$ cat src/rtl/watch_pkg.sv
// ============================================================================
// Module      : watch_pkg
// Description : Shared state encoding for the watch control unit. The display
//               logic imports the same encoding to pick which field blinks.
// Revision    : 1.0 - initial release
// ============================================================================
`default_nettype none

package watch_pkg;

  // Set-mode state; the encoding is also the o_set_sel value seen by the display.
  typedef enum logic [1:0] {
    RUN      = 2'b00,
    SET_HOUR = 2'b01,
    SET_MIN  = 2'b10,
    SET_SEC  = 2'b11
  } state_e;

  // Mode button cycles RUN -> SET_HOUR -> SET_MIN -> SET_SEC -> RUN.
  function automatic state_e next_mode(input state_e s);
    case (s)
      RUN:      return SET_HOUR;
      SET_HOUR: return SET_MIN;
      SET_MIN:  return SET_SEC;
      default:  return RUN;
    endcase
  endfunction

endpackage

`default_nettype wire

$ cat src/rtl/btn_repeat.sv
// ============================================================================
// Module      : btn_repeat
// Description : Up-button edge detector with auto-repeat. One registered pulse
//               on each accepted press, another DELAY cycles later, then one
//               every PERIOD cycles while the button stays held. 'clear' drops
//               the current press; the button must then be released and
//               pressed again before any further pulse.
// Revision    : 1.0 - initial release
// ============================================================================
`default_nettype none

module btn_repeat #(
  parameter int DELAY  = 50_000_000,
  parameter int PERIOD = 10_000_000
) (
  input  logic clk,
  input  logic rst,
  input  logic clear,
  input  logic level,
  output logic pulse
);

  localparam int CNT_MAX = (DELAY > PERIOD) ? DELAY : PERIOD;
  localparam int CW      = $clog2(CNT_MAX + 1);
  localparam logic [CW-1:0] C_DELAY  = CW'(DELAY);
  localparam logic [CW-1:0] C_PERIOD = CW'(PERIOD);
  localparam logic [CW-1:0] C_TOP    = CW'(CNT_MAX);
  localparam logic [CW-1:0] C_ONE    = CW'(1);

  logic          prev_q,  prev_d;
  logic          armed_q, armed_d;   // a press was accepted and is still held
  logic          rpt_q,   rpt_d;     // past the first repeat, now on PERIOD
  logic [CW-1:0] cnt_q,   cnt_d;     // cycles since the last pulse was issued
  logic          pulse_q, pulse_d;
  logic          up_edge;

  assign up_edge = level & ~prev_q;
  assign pulse   = pulse_q;

  // Next-state: clear/release dominate, then a fresh edge, then repeat timing.
  always_comb begin
    prev_d  = level;
    armed_d = armed_q;
    rpt_d   = rpt_q;
    cnt_d   = cnt_q;
    pulse_d = 1'b0;
    if (clear || !level) begin
      armed_d = 1'b0;
      rpt_d   = 1'b0;
      cnt_d   = '0;
    end else if (up_edge) begin
      armed_d = 1'b1;
      rpt_d   = 1'b0;
      cnt_d   = C_ONE;
      pulse_d = 1'b1;
    end else if (armed_q) begin
      if (cnt_q == (rpt_q ? C_PERIOD : C_DELAY)) begin
        pulse_d = 1'b1;
        rpt_d   = 1'b1;
        cnt_d   = C_ONE;
      end else if (cnt_q != C_TOP) begin
        cnt_d = cnt_q + C_ONE;
      end
    end
  end

  // Registers; reset treats the button as already held so a hold across
  // reset never produces a press.
  always_ff @(posedge clk) begin
    if (rst) begin
      prev_q  <= 1'b1;
      armed_q <= 1'b0;
      rpt_q   <= 1'b0;
      cnt_q   <= '0;
      pulse_q <= 1'b0;
    end else begin
      prev_q  <= prev_d;
      armed_q <= armed_d;
      rpt_q   <= rpt_d;
      cnt_q   <= cnt_d;
      pulse_q <= pulse_d;
    end
  end

endmodule

`default_nettype wire

$ cat src/rtl/watch_cu.sv
// ============================================================================
// Module      : watch_cu
// Description : Watch set-mode control unit. The mode button steps through
//               RUN / SET_HOUR / SET_MIN / SET_SEC; in a set state the up
//               button emits increment pulses (with auto-repeat) to the
//               counter selected by the state.
// Options     : WATCH_CU_TIMEOUT_EN - return to RUN after TIMEOUT_CYCLES idle
//               cycles in a set state.
// Revision    : 1.0 - initial release
// ============================================================================
`default_nettype none

module watch_cu
  import watch_pkg::*;
#(
  parameter int REPEAT_DELAY   = 50_000_000,
  parameter int REPEAT_PERIOD  = 10_000_000,
  parameter int TIMEOUT_CYCLES = 1_000_000_000
) (
  input  logic       clk,
  input  logic       rst,
  input  logic       i_btn_mode,
  input  logic       i_btn_up,
  output logic       o_run_sec,
  output logic       o_run_min,
  output logic       o_run_hour,
  output logic [1:0] o_set_sel
);

  state_e state_q, state_d;
  logic   rpt_clear;
  logic   rpt_pulse;

  // A mode press (or being in RUN) discards any press in progress, so a
  // mode change always wins over a coinciding edge or repeat.
  assign rpt_clear = i_btn_mode | (state_q == RUN);

  btn_repeat #(
    .DELAY  (REPEAT_DELAY),
    .PERIOD (REPEAT_PERIOD)
  ) u_btn_repeat (
    .clk   (clk),
    .rst   (rst),
    .clear (rpt_clear),
    .level (i_btn_up),
    .pulse (rpt_pulse)
  );

`ifdef WATCH_CU_TIMEOUT_EN
  localparam int TO_W = $clog2(TIMEOUT_CYCLES + 1);
  localparam logic [TO_W-1:0] TO_LAST = TO_W'(TIMEOUT_CYCLES - 1);
  localparam logic [TO_W-1:0] TO_ONE  = TO_W'(1);

  logic [TO_W-1:0] idle_q, idle_d;
  logic            timeout;

  // Count consecutive idle cycles in a set state; any activity restarts it.
  always_comb begin
    idle_d  = '0;
    timeout = 1'b0;
    if (state_q != RUN && !i_btn_mode && !i_btn_up) begin
      if (idle_q == TO_LAST) begin
        timeout = 1'b1;
      end else begin
        idle_d = idle_q + TO_ONE;
      end
    end
  end

  // Idle counter register.
  always_ff @(posedge clk) begin
    if (rst) begin
      idle_q <= '0;
    end else begin
      idle_q <= idle_d;
    end
  end
`else
  // No timeout hardware in this build; the parameter only has to be sane.
  if (TIMEOUT_CYCLES < 1) begin : g_timeout_param_invalid
  end
`endif

  // Next state: mode press advances; optional idle timeout falls back to RUN.
  always_comb begin
    state_d = state_q;
    if (i_btn_mode) begin
      state_d = next_mode(state_q);
    end
`ifdef WATCH_CU_TIMEOUT_EN
    else if (timeout) begin
      state_d = RUN;
    end
`endif
  end

  // State register.
  always_ff @(posedge clk) begin
    if (rst) begin
      state_q <= RUN;
    end else begin
      state_q <= state_d;
    end
  end

  // The pulse was generated under the same state that is registered now,
  // so routing by state_q keeps the outputs one-hot and state-matched.
  assign o_set_sel  = state_q;
  assign o_run_hour = rpt_pulse & (state_q == SET_HOUR);
  assign o_run_min  = rpt_pulse & (state_q == SET_MIN);
  assign o_run_sec  = rpt_pulse & (state_q == SET_SEC);

endmodule

`default_nettype wire

$ cat config.mk
export PLATFORM = sky130hd
export DESIGN_NAME = watch_cu
export DESIGN_NICKNAME = d
export VERILOG_FILES = /design/src/rtl/watch_pkg.sv /design/src/rtl/btn_repeat.sv /design/src/rtl/watch_cu.sv
export SDC_FILE = /design/constraint.sdc
export NUM_CORES = 1
export LEC_CHECK = 0
export BUFFER_PORTS_ARGS = -buffer_cell sky130_fd_sc_hd__buf_2
export CAP_MARGIN = 20
export CORE_MARGIN = 2
export CORE_UTILIZATION = 65
export DETAILED_ROUTE_END_ITERATION = 10
export PLACE_DENSITY = 0.93
export REMOVE_ABC_BUFFERS = 1
export SLEW_MARGIN = 30
export SYNTH_ARGS = -nofsm -noshare
export SYNTH_HDL_FRONTEND = slang
export SYNTH_HIERARCHICAL = 1
export SYNTH_SLANG_ARGS = --single-unit
export TNS_END_PERCENT = 10
$ cat constraint.sdc
create_clock -name clk -period 3.45 [get_ports clk]
set_input_delay 0.69 -clock clk [delete_from_list [all_inputs] [get_ports clk]]
set_output_delay 0.69 -clock clk [all_outputs]
set_load 0.01 [all_outputs]
Word-level counts from Yosys, hierarchy flattened
Index checks and enable logic that the tools add are counted.
- register bits after elaboration: 32
- word-level logic and storage cells: 39
- add/sub/neg operators: 1
- equal/unequal tests: 5
- multiplexer cells: 9
- bitwise gates (word level): 6
- reduce and logical (&&, ||, !) cells: 11
- operator list (kind ; count):
    26-bit two-way mux ; 3
    26-bit by 1-bit adder with 26-bit output (second input constant) ; 1
    26-bit equality test ; 1
    26-bit inequality test (second input constant) ; 1
    2-bit case mux with 3 select lines ; 1
    2-bit AND reduction ; 3
    1-bit two-way mux ; 5
    1-bit AND ; 4
    2-bit equality test (second input constant) ; 2
    2-bit nonzero test ; 2
    3-bit nonzero test ; 1
    3-bit OR reduction ; 1
    2-bit by 1-bit equality test with 1-bit output (second input constant) ; 1
    2-bit zero test ; 1
    2-bit OR reduction ; 1
    1-bit zero test ; 1
    1-bit logical OR ; 1
    1-bit NOT ; 1
    1-bit bitwise OR ; 1

Logic depth before layout (Yosys ltp)
Gate-level depths: netlist of the first run.
- word-level depth: 5
- gate-level depth with buffers: 10

By module
Netlist of the first run, hierarchy kept.
- by module, submodules not included (module ; instances ; cells each ; area an instance (sq um) ; sequential area each (sq um)):
    btn_repeat ; 1 ; 201 ; 1692.9 ; 600.6
    watch_cu ; 1 ; 17 ; 151.4 ; 40.0

Worst setup path before layout of the first run
OpenSTA, ideal clock, no wires.
- path type: register to register
- from: register u_btn_repeat.cnt_q[0]
- to: register u_btn_repeat.cnt_q[6]
- arrival: 2.036 ns
- required time: 3.315 ns
- slack: 1.279 ns
- stages on the path, launching flop included: 10
- path buffers: 1
- cell sequence: dfxtp_1 > inv_1 > ha_1 > or4b_1 > nor4_4 > nand2_2 > o21a_1 > buf_6 > a41oi_1 > a211oi_1
- cells in the longest elaborated chain, start to end: 3
- elaborated cells between the ends (all ways): 7
- classes of those cells: 1 x add/sub; 2 x eq/ne; 2 x mux; 2 x reduce/logical
- RTL lines (what ; line ; text):
    start, declared ; btn_repeat.sv:33 ; logic [CW-1:0] cnt_q, cnt_d;
    start signal, assigned ; btn_repeat.sv:80 ; cnt_q <= cnt_d;
    26-bit by 1-bit adder with 26-bit output, or another cell as far along ; btn_repeat.sv:62 ; cnt_d = cnt_q + C_ONE;
    26-bit two-way mux or 2-bit nonzero test (tied branches) ; - ;
    26-bit two-way mux or 2-bit AND reduction (tied branches) ; - ;
Parallel ways exist; a longest one is shown, timed or not. The select of a mux whose other input is x is not followed.
A chain may end at the register's enable or synchronous reset.

Final worst setup path of the first run
Ends and elaborated chain as after synthesis.

==> results.md, run 1 <==
* Clock-pin slew on the worst setup and hold paths at 0.10 ns
* Synth unique cells at 53
* Post-DP Area at 1890 um2
* N_diodes at 0
* Worst-Skew Late Latency at roughly 0.34 ns
* Port bufs at 8
* Layout cells sized above 1 at 11.8%
* Post-route cell area at 1950 um2
* CP startpoint: u_btn_repeat/cnt_q[0]
* Post-synth EDFFs at 0
* Dominant cell by count in the synthesized netlist: dfxtp_1
* CTS Hold Bufs at 0
* Setup bufs post-CTS at 0
* Cell taking the most area after synthesis: dfxtp_1
* Actual slew at the worst max-slew pin at 0.617 ns
* Global-route wire length before repair at roughly 6.9 mm
* Via count at 1759
* TritonRoute pass-1 iters at 4
* Die width at approximately 57 um
* Synthesized flop and latch total at 32
* Worst Path Buf+Inv at 1
* Main synth FF type: dfxtp_1
* Final antenna-violating net count at 0
* DR WL/cell at 16.0 um
* Die ar. at approximately 3300 um2
* GPL Wtd Cong at 0.948
* Cell count after synthesis at approximately 220
* Max Cap Viol at 0
* Global Route Usage Sum at 27.2%
* Highest Clock Rate at approximately 400 MHz
* Final TNS setup at 0 ns
* PostCTS Resize Cnt at 0
* Yosys warns at 6
* Status: completed
* Grt ovf at 0
* WL final at 4.17 mm
* First DRT Iteration DRCs at 87
* Clk sinks at 32
* Int Pwr at 0.482 mW
* Root Buffer: clkbuf_4
* Post-layout minimum cycle time at 2.49 ns
* Hold Slack at about 0.54 ns
* Critical Path RT at 3.65 ns
* CTS tree: yes
* Post-synth top cells: 32 x dfxtp_1, 19 x nand2_1, 17 x a21oi_1, 13 x nor2_1
* Worst Skew at 0.00908 ns
* Crit Reg-Reg Startpoint: u_btn_repeat/cnt_q[0]
* Startpoint Class: register
* Clock power share at 36.0%
* Area Growth Syn to Fin at 5.56%
* Antenna violations before repair at 0
* CTS H-tree depth at 2
* Slowest CP cell: or4b_1
* Setup violators final at 0
* Seq/Total Area, Yosys at 34.7%
* CP top delay family: simple AND/OR/NAND/NOR gates
* Largest net degree at the start of global routing at 16
* Max incr delay on CP at 0.50 ns
* Combinational Power Share at under 10%
* Synth Cell Area at 1840 um2
* Setup CP Type: reg2reg
* Clock tree buffer depth at 2
* Crit end category: register
* Num rows at 19
* Vias in the first global route at 1502
* Core box area at 2730 um2
* Cells along the critical path: inv_1 -> ha_1 -> or4b_1 -> nor4_4 -> nand2_2 -> o21a_1 -> a41oi_1 -> a211oi_1
* Via-per-instance ratio at 6.77
* Overall Power at 0.625 mW
* RSZ-0062 raised after global routing: no
* Worst slew margin at 58.8%
* HP Class: reg2reg
* Top Ports at 9
* Synth top area cells: dfxtp_1 35%, a21oi_1 4.6%, ha_1 4.1%
* Yosys top cell area share at between 30% and 40%
* Fraction of registers with async set/reset at 0%
* Sw frac at a little under a quarter
* Final Cycle Share at 72.2%
* Sw power at 0.143 mW
* Worst-path maximum fanout at 10
* Drt drc at 0
* Fin. Hold Viols at 0
* Seq pwr share at 60.1%
* CP arrival at around 2.7 ns
* Pwr per Cell Area at 321 nW/um2
* Die Y-Extent at roughly 57 um
* CTS buffer count at 5
* NumNets Final at 238
* Leakage at 0.711 nW
* Starting Density at 67.5%
* Post-DP HPWL at 2.98 mm
* Min-delay src: u_btn_repeat/rpt_q
* Final Slew Violations at 0
* Worst VDD drop at 316 uV
* Synthesized area per cell at between 8 and 9 um2
-- area by class of cell --
class	instances	area [um2]
multi-input combinational	172	1130
fill	211	787
sequential	32	641
inverter	8	30.0
tap	31	38.8
clock buffer	8	58.8
timing repair buffer	9	47.5
-- placed cells by master (no fill, tap or decap), types with 3 or more instances in the layout --
cell type / count
a211o_1: 6
a211oi_1: 6
a21oi_1: 17
a31oi_1: 4
and2_1: 5
and3_1: 11
buf_2: 8
clkbuf_4: 5
dfxtp_1: 32
ha_1: 6
inv_1: 8
nand2_1: 19
nand2b_1: 3
nand3_1: 11
nand4_1: 5
nor2_1: 13
nor3_1: 9
o21ai_0: 6
or3_1: 3
or4_1: 5
or4b_1: 3
-- path summary, 6_finish.rpt --
path | to | slack (ns) | depth (start not counted)
worst max-delay path | u_btn_repeat/cnt_q[6] | 0.96 | 8
worst max register to register | u_btn_repeat/cnt_q[6] | 0.96 | 8
worst min register to register | u_btn_repeat/rpt_q | 0.54 | 2
worst min-delay path | u_btn_repeat/rpt_q | 0.54 | 2
-- cell families (layout without fill, tap and decap cells) --
logic type,count (synthesis),after routing,synth area share (%)
adder cells (fa/ha/maj),6,6,4.07
multiplexers,2,2,1.15
flip-flops,32,32,34.7
buffers and inverters,14,25,3.93
AO/OA/AOI/OAI,56,56,21.0
AND/OR/NAND/NOR,105,105,33.7
XOR/XNOR,3,3,1.42
-- metrics by stage --
step	setup slack [ns]	util [%]	std cells
global route	0.823	71.2	260
detailed placement	1.00	69.1	252
global placement	1.05	69.1	252
CTS	0.990	71.2	260
finish	0.959	71.2	260
floorplan	1.26	-	212
-- power by group through the flow --
stage / clock network, mW / logic [mW] / registers (mW)
floorplan: 0 / 0.0139 / 0.385
global placement: 0 / 0.0229 / 0.384
detailed placement: 0 / 0.0243 / 0.384
CTS: 0.231 / 0.0245 / 0.376
global route: 0.243 / 0.0289 / 0.377
finish: 0.225 / 0.0247 / 0.376
-- registers in the layout, summed over array words and instances (netlist names) --
signal,flops
u_btn_repeat/cnt_q,26
o_set_sel,2
u_btn_repeat/armed_q,1
u_btn_repeat/prev_q,1
u_btn_repeat/pulse,1
u_btn_repeat/rpt_q,1
-- metal layers --
layer / up-vias / wire length (um) / global-route usage, %
li1: 845 / - / -
met1: 837 / 1900 / 36.0
met2: 69 / 1940 / 42.2
met3: 8 / 277 / 7.03
met4: 0 / 56 / 11.3
met5: - / 0 / 0
-- worst register-to-register path, stage by stage (launching register included) --
cell and delay [ns]:
dfxtp_1 0.36, inv_1 0.07, ha_1 0.14, or4b_1 0.50, nor4_4 0.43, nand2_2 0.13
o21a_1 0.36, a41oi_1 0.29, a211oi_1 0.07
No activity file was read; power rests on OpenSTA's default activity.
==> run 2: changes to the inputs <==
--- a/config.mk
+++ b/config.mk
@@ -8,9 +8,9 @@
 export BUFFER_PORTS_ARGS = -buffer_cell sky130_fd_sc_hd__buf_2
 export CAP_MARGIN = 20
 export CORE_MARGIN = 2
-export CORE_UTILIZATION = 65
+export CORE_UTILIZATION = 54
 export DETAILED_ROUTE_END_ITERATION = 10
-export PLACE_DENSITY = 0.93
+export PLACE_DENSITY = 0.83
 export REMOVE_ABC_BUFFERS = 1
 export SLEW_MARGIN = 30
 export SYNTH_ARGS = -nofsm -noshare
==> constraint.sdc (replaced) <==
create_clock -name clk -period 2 [get_ports clk]
set_input_delay 0.4 -clock clk [delete_from_list [all_inputs] [get_ports clk]]
set_output_delay 0.4 -clock clk [all_outputs]
set_load 0.01 [all_outputs]
==> run 2 against run 1 <==
- the run now ends with setup timing left
- hold slack worse by 0.26 ns
- clock power is 73% higher
- routed wire length up 28%
- critical path depth up 1
- total power up 75%
- worst setup slack worse by 1.2 ns
- first-iteration DRC count rose by 45%
- fmax rose by 8.8%
- global-route usage is 0.15 points higher
- sequential power is 72% higher
==> results.md, run 2 (same netlist as run 1, synthesis figures left out) <==
* Status: finished with violations
* Hold Slack at 0.281 ns (-0.256 ns)
* Clock-pin slew on the worst setup and hold paths at 0.11 ns (about the same)
* Die Y-Extent at 62.4 um (+9.0%)
* Setup CP Type: reg2reg
* Worst slew margin at 66.7% (+7.9 points)
* Die ar. at 3900 um2 (+19%)
* Failing checks: setup timing
* N_diodes at 0 (unchanged)
* Post-route cell area at 2430 um2 (+25%)
* Post-DP HPWL at 3.60 mm (+21%)
* NumNets Final at 286 (+20%)
* Worst-path maximum fanout at 4 (-6)
* Clk sinks at 32 (unchanged)
* Top Ports at 9 (unchanged)
* Vias in the first global route at 2013 (+34%)
* Highest Clock Rate at 437 MHz (+8.8%)
* Num rows at 21 (+2)
* Root Buffer: clkbuf_4
* Die width at 62.4 um (+9.0%)
* TritonRoute pass-1 iters at 4 (unchanged)
* Largest net degree at the start of global routing at 15 (-1)
* Global-route wire length before repair at 8.58 mm (+24%)
* Worst Path Buf+Inv at 3 (+2)
* HP Class: in2reg
* CTS buffer count at 5 (unchanged)
* Actual slew at the worst max-slew pin at 0.498 ns (-0.118 ns)
* Starting Density at 55.7% (-12 points)
* Final Slew Violations at 0 (unchanged)
* CTS Hold Bufs at 0 (unchanged)
* Max FFs per register at 26 (unchanged)
* Worst-Skew Late Latency at 0.34 ns (about the same)
* CP arrival at 2.57 ns (-0.12 ns)
* Antenna violations before repair at 0 (unchanged)
* Layout cells sized above 1 at 34.7% (+23 points)
* Global Route Usage Sum at 27.3% (+0.15 points)
* Post-DP Area at 2240 um2 (+18%)
* Area Growth Syn to Fin at 32.0%
* DR WL/cell at 16.5 um (+2.8%)
* Worst Skew at 0.0154 ns (+0.00635 ns)
* Biggest register: u_btn_repeat/cnt_q
* Clock tree buffer depth at 2 (unchanged)
* Final TNS setup at -5.58 ns (-5.58 ns)
* First DRT Iteration DRCs at 126 (+45%)
* Port bufs at 8 (unchanged)
* Crit end category: register
* R2R setup slack at -0.29 ns (-1.25 ns)
* RSZ-0062 raised after global routing: yes
* Worst VDD drop at 556 uV (+76%)
* Core box area at 3310 um2 (+21%)
* Most frequent cells in the layout: 46 x buf_4, 30 x dfxtp_1, 16 x nand2_1
* Most common cell after layout, fill and taps aside: buf_4
* Drt drc at 0 (unchanged)
* Leakage at 0.968 nW (+36%)
* Startpoint Class: register
* Post-layout minimum cycle time at 2.29 ns (-0.202 ns)
* Max Cap Viol at 0 (unchanged)
* Fin. Hold Viols at 0 (unchanged)
* Grt ovf at 0 (unchanged)
* CP top delay family: simple AND/OR/NAND/NOR gates
* Final Cycle Share at 114% (+42 points)
* Final Util at 73.5% (+2.3 points)
* Via count at 2006 (+14%)
* CTS H-tree depth at 2 (unchanged)
* Fillers at 252 (+19%)
* Final WS setup at -0.288 ns (-1.25 ns)
* Setup violators final at 28 (+28)
* Final antenna-violating net count at 0 (unchanged)
* Critical Path RT at 2.28 ns (-1.37 ns)
* WL final at 5.32 mm (+28%)
* Cells along the critical path: inv_2 -> ha_4 -> or4b_4 -> nor4_4 -> buf_4 -> and4bb_2 -> nand2_2 -> buf_6 -> a21oi_1
* Slowest CP cell: or4b_4
* GPL Wtd Cong at 0.858 (-9.5%)
* Via-per-instance ratio at 6.21 (-8.2%)
* Pwr per Cell Area at 451 nW/um2 (+40%)
* Max incr delay on CP at 0.46 ns (-0.04 ns)
* CTS tree: yes
## run 2: cell count changes in the layout (fill, tap and decap cells not counted), sizes merged
cell / before / now
buf: 9 / 57
## run 2: per-stage QoR
stage / std cells / setup WS, ns / total power [mW]
after floorplan: 212 / -0.190 / 0.687
after CTS: 320 / -0.240 / 1.10
after global placement: 311 / -0.260 / 0.715
after detailed placement: 311 / -0.371 / 0.719
final: 323 / -0.288 / 1.10
after global routing: 323 / -0.356 / 1.14
## run 2: area by class of cell
class | count | area [um2] | area share, %
tap | 46 | 57.6 | 2.36
timing repair buffer | 57 | 419 | 17.2
clock buffer | 8 | 58.8 | 2.42
sequential | 32 | 643 | 26.4
multi-input combinational | 172 | 1230 | 50.4
inverter | 8 | 30.0 | 1.23
## run 2: power breakdown
part | total (mW) | switching, mW | internal, mW
clock network | 0.390 | 0.216 | 0.173
logic | 0.0625 | 0.0332 | 0.0293
registers | 0.645 | 0.00320 | 0.642
total | 1.10 | 0.253 | 0.844
## run 2: routing by layer
| layer | part of all wire [%] | GRT usage, % | vias to the layer above |
|---|---|---|---|
| li1 | - | - | 943 |
| met1 | 40 | 31.9 | 970 |
| met2 | 50 | 47.6 | 80 |
| met3 | 6.7 | 4.68 | 13 |
| met4 | 2.7 | 14.7 | 0 |
| met5 | 0 | 0 | - |
## run 2: final timing paths
| check | end | cells past startpoint | start |
|---|---|---|---|
| setup reg to reg | u_btn_repeat/rpt_q | 9 | u_btn_repeat/cnt_q[1] |
| hold / removal | o_set_sel[1] | 2 | rst |
| setup / recovery | u_btn_repeat/rpt_q | 9 | u_btn_repeat/cnt_q[1] |
| hold reg to reg | u_btn_repeat/cnt_q[15] | 2 | u_btn_repeat/cnt_q[15] |
## run 2: repair_timing
action | 4_1_cts | 5_1_grt
buffers inserted | 1 | 3
pin swaps | 10 | 14
gates resized for setup | 22 | 9
endpoints found under the setup margin | 28 | 28
==> run 3: changes to the inputs <==
--- a/config.mk
+++ b/config.mk
@@ -5,12 +5,13 @@
 export SDC_FILE = /design/constraint.sdc
 export NUM_CORES = 1
 export LEC_CHECK = 0
+export ABC_CLOCK_PERIOD_IN_PS = 2200
 export BUFFER_PORTS_ARGS = -buffer_cell sky130_fd_sc_hd__buf_2
 export CAP_MARGIN = 20
 export CORE_MARGIN = 2
-export CORE_UTILIZATION = 54
+export CORE_UTILIZATION = 50
 export DETAILED_ROUTE_END_ITERATION = 10
-export PLACE_DENSITY = 0.83
+export PLACE_DENSITY = 0.76
 export REMOVE_ABC_BUFFERS = 1
 export SLEW_MARGIN = 30
 export SYNTH_ARGS = -nofsm -noshare
==> constraint.sdc (replaced) <==
create_clock -name clk -period 2.2 [get_ports clk]
set_input_delay 0.44 -clock clk [delete_from_list [all_inputs] [get_ports clk]]
set_output_delay 0.44 -clock clk [all_outputs]
set_load 0.01 [all_outputs]
==> run 3 against run 2 <==
- the run still ends with setup timing left
- sequential power decreased by 9.0%
- hold slack gained 0.093 ns
- combinational power fell by 24%
- fmax grew 2.3%
- sequential cell count did not move
- utilization decreased by 8.8 points
- via count down 7.1%
- register-to-register slack improved by 0.25 ns
- die area up 7.5%
- clock skew down 0.012 ns
- first-iteration DRC count shrank 0.79%
- non-clock buffer count decreased by 11
==> results.md, run 3 (same netlist as run 1, synthesis figures left out) <==
* Status: finished with violations
* Failing checks: setup timing
* Cells along the critical path: or4b_1 -> o32a_1 -> nor2_4 -> o21ai_4 -> buf_6 -> or4_1 -> o21ai_0
* Fillers at 305 (+21%)
* Pre-CTS setup slack at -0.120 ns (+0.251 ns)
* Max FFs per register at 26 (unchanged)
* CTS buffer count at 5 (unchanged)
* Final Cycle Share at 102% (-13 points)
* Area of the multi-input gates at 1180 um2 (-3.8%)
* Pwr per Cell Area at 475 nW/um2 (+5.3%)
* CTS Hold Bufs at 0 (unchanged)
* Actual slew at the worst max-slew pin at 0.504 ns (+0.00579 ns)
* Port bufs at 8 (unchanged)
* Post-layout minimum cycle time at 2.24 ns (-0.0519 ns)
* Worst VDD drop at 398 uV (-28%)
* Worst Skew at 0.00318 ns (-0.0122 ns)
* Area Growth Syn to Fin at 26.5%
* Final WS setup at -0.0364 ns (+0.252 ns)
* WL final at 4.85 mm (-8.9%)
* Post-DP HPWL at 3.41 mm (-5.3%)
* Clk sinks at 32 (unchanged)
* CTS tree: yes
* Vias in the first global route at 1720 (-15%)
* Die Y-Extent at 64.7 um (+3.7%)
* CP arrival at 2.45 ns (-0.12 ns)
* NumNets Final at 275 (-3.8%)
* Storage cell area at 641 um2 (-0.39%)
* Fin. Hold Viols at 0 (unchanged)
* CP top delay family: simple AND/OR/NAND/NOR gates
* Worst Path Buf+Inv at 1 (-2)
* Setup CP Type: reg2reg
* Layout cells sized above 1 at 28.2% (-6.5 points)
* Core box area at 3610 um2 (+8.9%)
* Placed cell count at 301 (-3.2%)
* Top Ports at 9 (unchanged)
* Max Cap Viol at 0 (unchanged)
* Antenna violations before repair at 0 (unchanged)
* Highest Clock Rate at 447 MHz (+2.3%)
* Biggest register: u_btn_repeat/cnt_q
* Worst slew margin at 66.4% (-0.34 points)
* DR WL/cell at 15.4 um (-6.3%)
* Worst-Skew Late Latency at 0.29 ns (-0.05 ns)
* Root Buffer: clkbuf_8
* RSZ-0062 raised after global routing: yes
* Global-route wire length before repair at 7.93 mm (-7.6%)
* Most common cell after layout, fill and taps aside: buf_4
* Clock-pin slew on the worst setup and hold paths at 0.06 ns (-0.05 ns)
* Final antenna-violating net count at 0 (unchanged)
* Most frequent cells in the layout: 36 x buf_4, 32 x dfxtp_1, 17 x nand2_1
* Drt drc at 0 (unchanged)
* Hold Slack at 0.374 ns (+0.0927 ns)
* Final Slew Violations at 0 (unchanged)
* Leakage at 0.925 nW (-4.4%)
* HP Class: in2reg
* Clock tree buffer depth at 2 (unchanged)
* Via count at 1863 (-7.1%)
* Post-DP Area at 2150 um2 (-3.9%)
* Overall Power at 1.11 mW (+0.95%)
* Startpoint Class: register
* Die width at 64.7 um (+3.7%)
* GPL Wtd Cong at 0.940 (+9.6%)
* Setup violators final at 3 (-89%)
* TritonRoute pass-1 iters at 4 (unchanged)
* First DRT Iteration DRCs at 125 (-0.79%)
* Global Route Usage Sum at 24.4% (-2.9 points)
* Via-per-instance ratio at 5.93 (-4.5%)
* Slowest CP cell: or4b_1
* Die ar. at 4190 um2 (+7.5%)
* Crit end category: register
* Grt ovf at 0 (unchanged)
* Starting Density at 51.1% (-4.6 points)
* Max incr delay on CP at 0.52 ns (+0.06 ns)
* Worst-path maximum fanout at 5 (+1)
* Critical Path RT at 2.41 ns (+0.13 ns)
* N_diodes at 0 (unchanged)
* CTS H-tree depth at 2 (unchanged)
* Num rows at 22 (+4.8%)
* Largest net degree at the start of global routing at 15 (unchanged)
* Fin cells at 314 (-2.8%)
* Post-route cell area at 2330 um2 (-4.2%)
run 3: per-layer routing:
layer | vias to the layer above | wire, um | track usage, %
li1 | 911 | - | -
met2 | 64 | 2370 | 41.1
met5 | - | 0 | 0
met3 | 16 | 288 | 4.17
met1 | 872 | 2060 | 30.6
met4 | 0 | 124 | 10.6
run 3: path summary, 6_finish.rpt:
check / startpoint / to / slack (ns) / cells past startpoint
worst max-delay path: u_btn_repeat/cnt_q[25] / u_btn_repeat/cnt_q[7] / -0.04 / 7
worst min register to register: u_btn_repeat/cnt_q[18] / u_btn_repeat/cnt_q[18] / 0.55 / 2
worst min-delay path: i_btn_mode / o_set_sel[0] / 0.37 / 2
worst max register to register: u_btn_repeat/cnt_q[25] / u_btn_repeat/cnt_q[7] / -0.04 / 7
run 3: power by group:
group / total, mW / switching, mW / internal (mW) / leakage [nW]
sequential: 0.587 / 0.00263 / 0.584 / 0.258
clock: 0.474 / 0.219 / 0.255 / 0.0455
combinational: 0.0472 / 0.0262 / 0.0210 / 0.621
total: 1.11 / 0.248 / 0.860 / 0.925
run 3: what timing repair did:
action | CTS | global route
pin swaps | 1 | 7
endpoints found under the setup margin | 26 | 28
buffers inserted | 2 | 3
resized for setup | 6 | 12
run 3: metrics by stage:
stage	utilization [%]	setup TNS, ns
after global placement	59.6	-0.0933
final	64.7	-0.0525
after global routing	64.7	-1.60
after detailed placement	59.6	-1.15
after CTS	63.0	-0.0272
after floorplan	-	0
run 3: area by class of cell:
class / count / share of cell area, %
sequential: 32 / 27.5
inverter: 8 / 1.29
timing repair buffer: 46 / 14.3
clock buffer: 8 / 3.86
multi-input combinational: 172 / 50.6
tap: 48 / 2.57
run 3: worst register-to-register path, cell delays in order, from the launching register on:
cell and delay (ns):
dfxtp_1 0.31, or4b_1 0.52, o32a_1 0.36, nor2_4 0.15
o21ai_4 0.10, buf_6 0.16, or4_1 0.46, o21ai_0 0.09
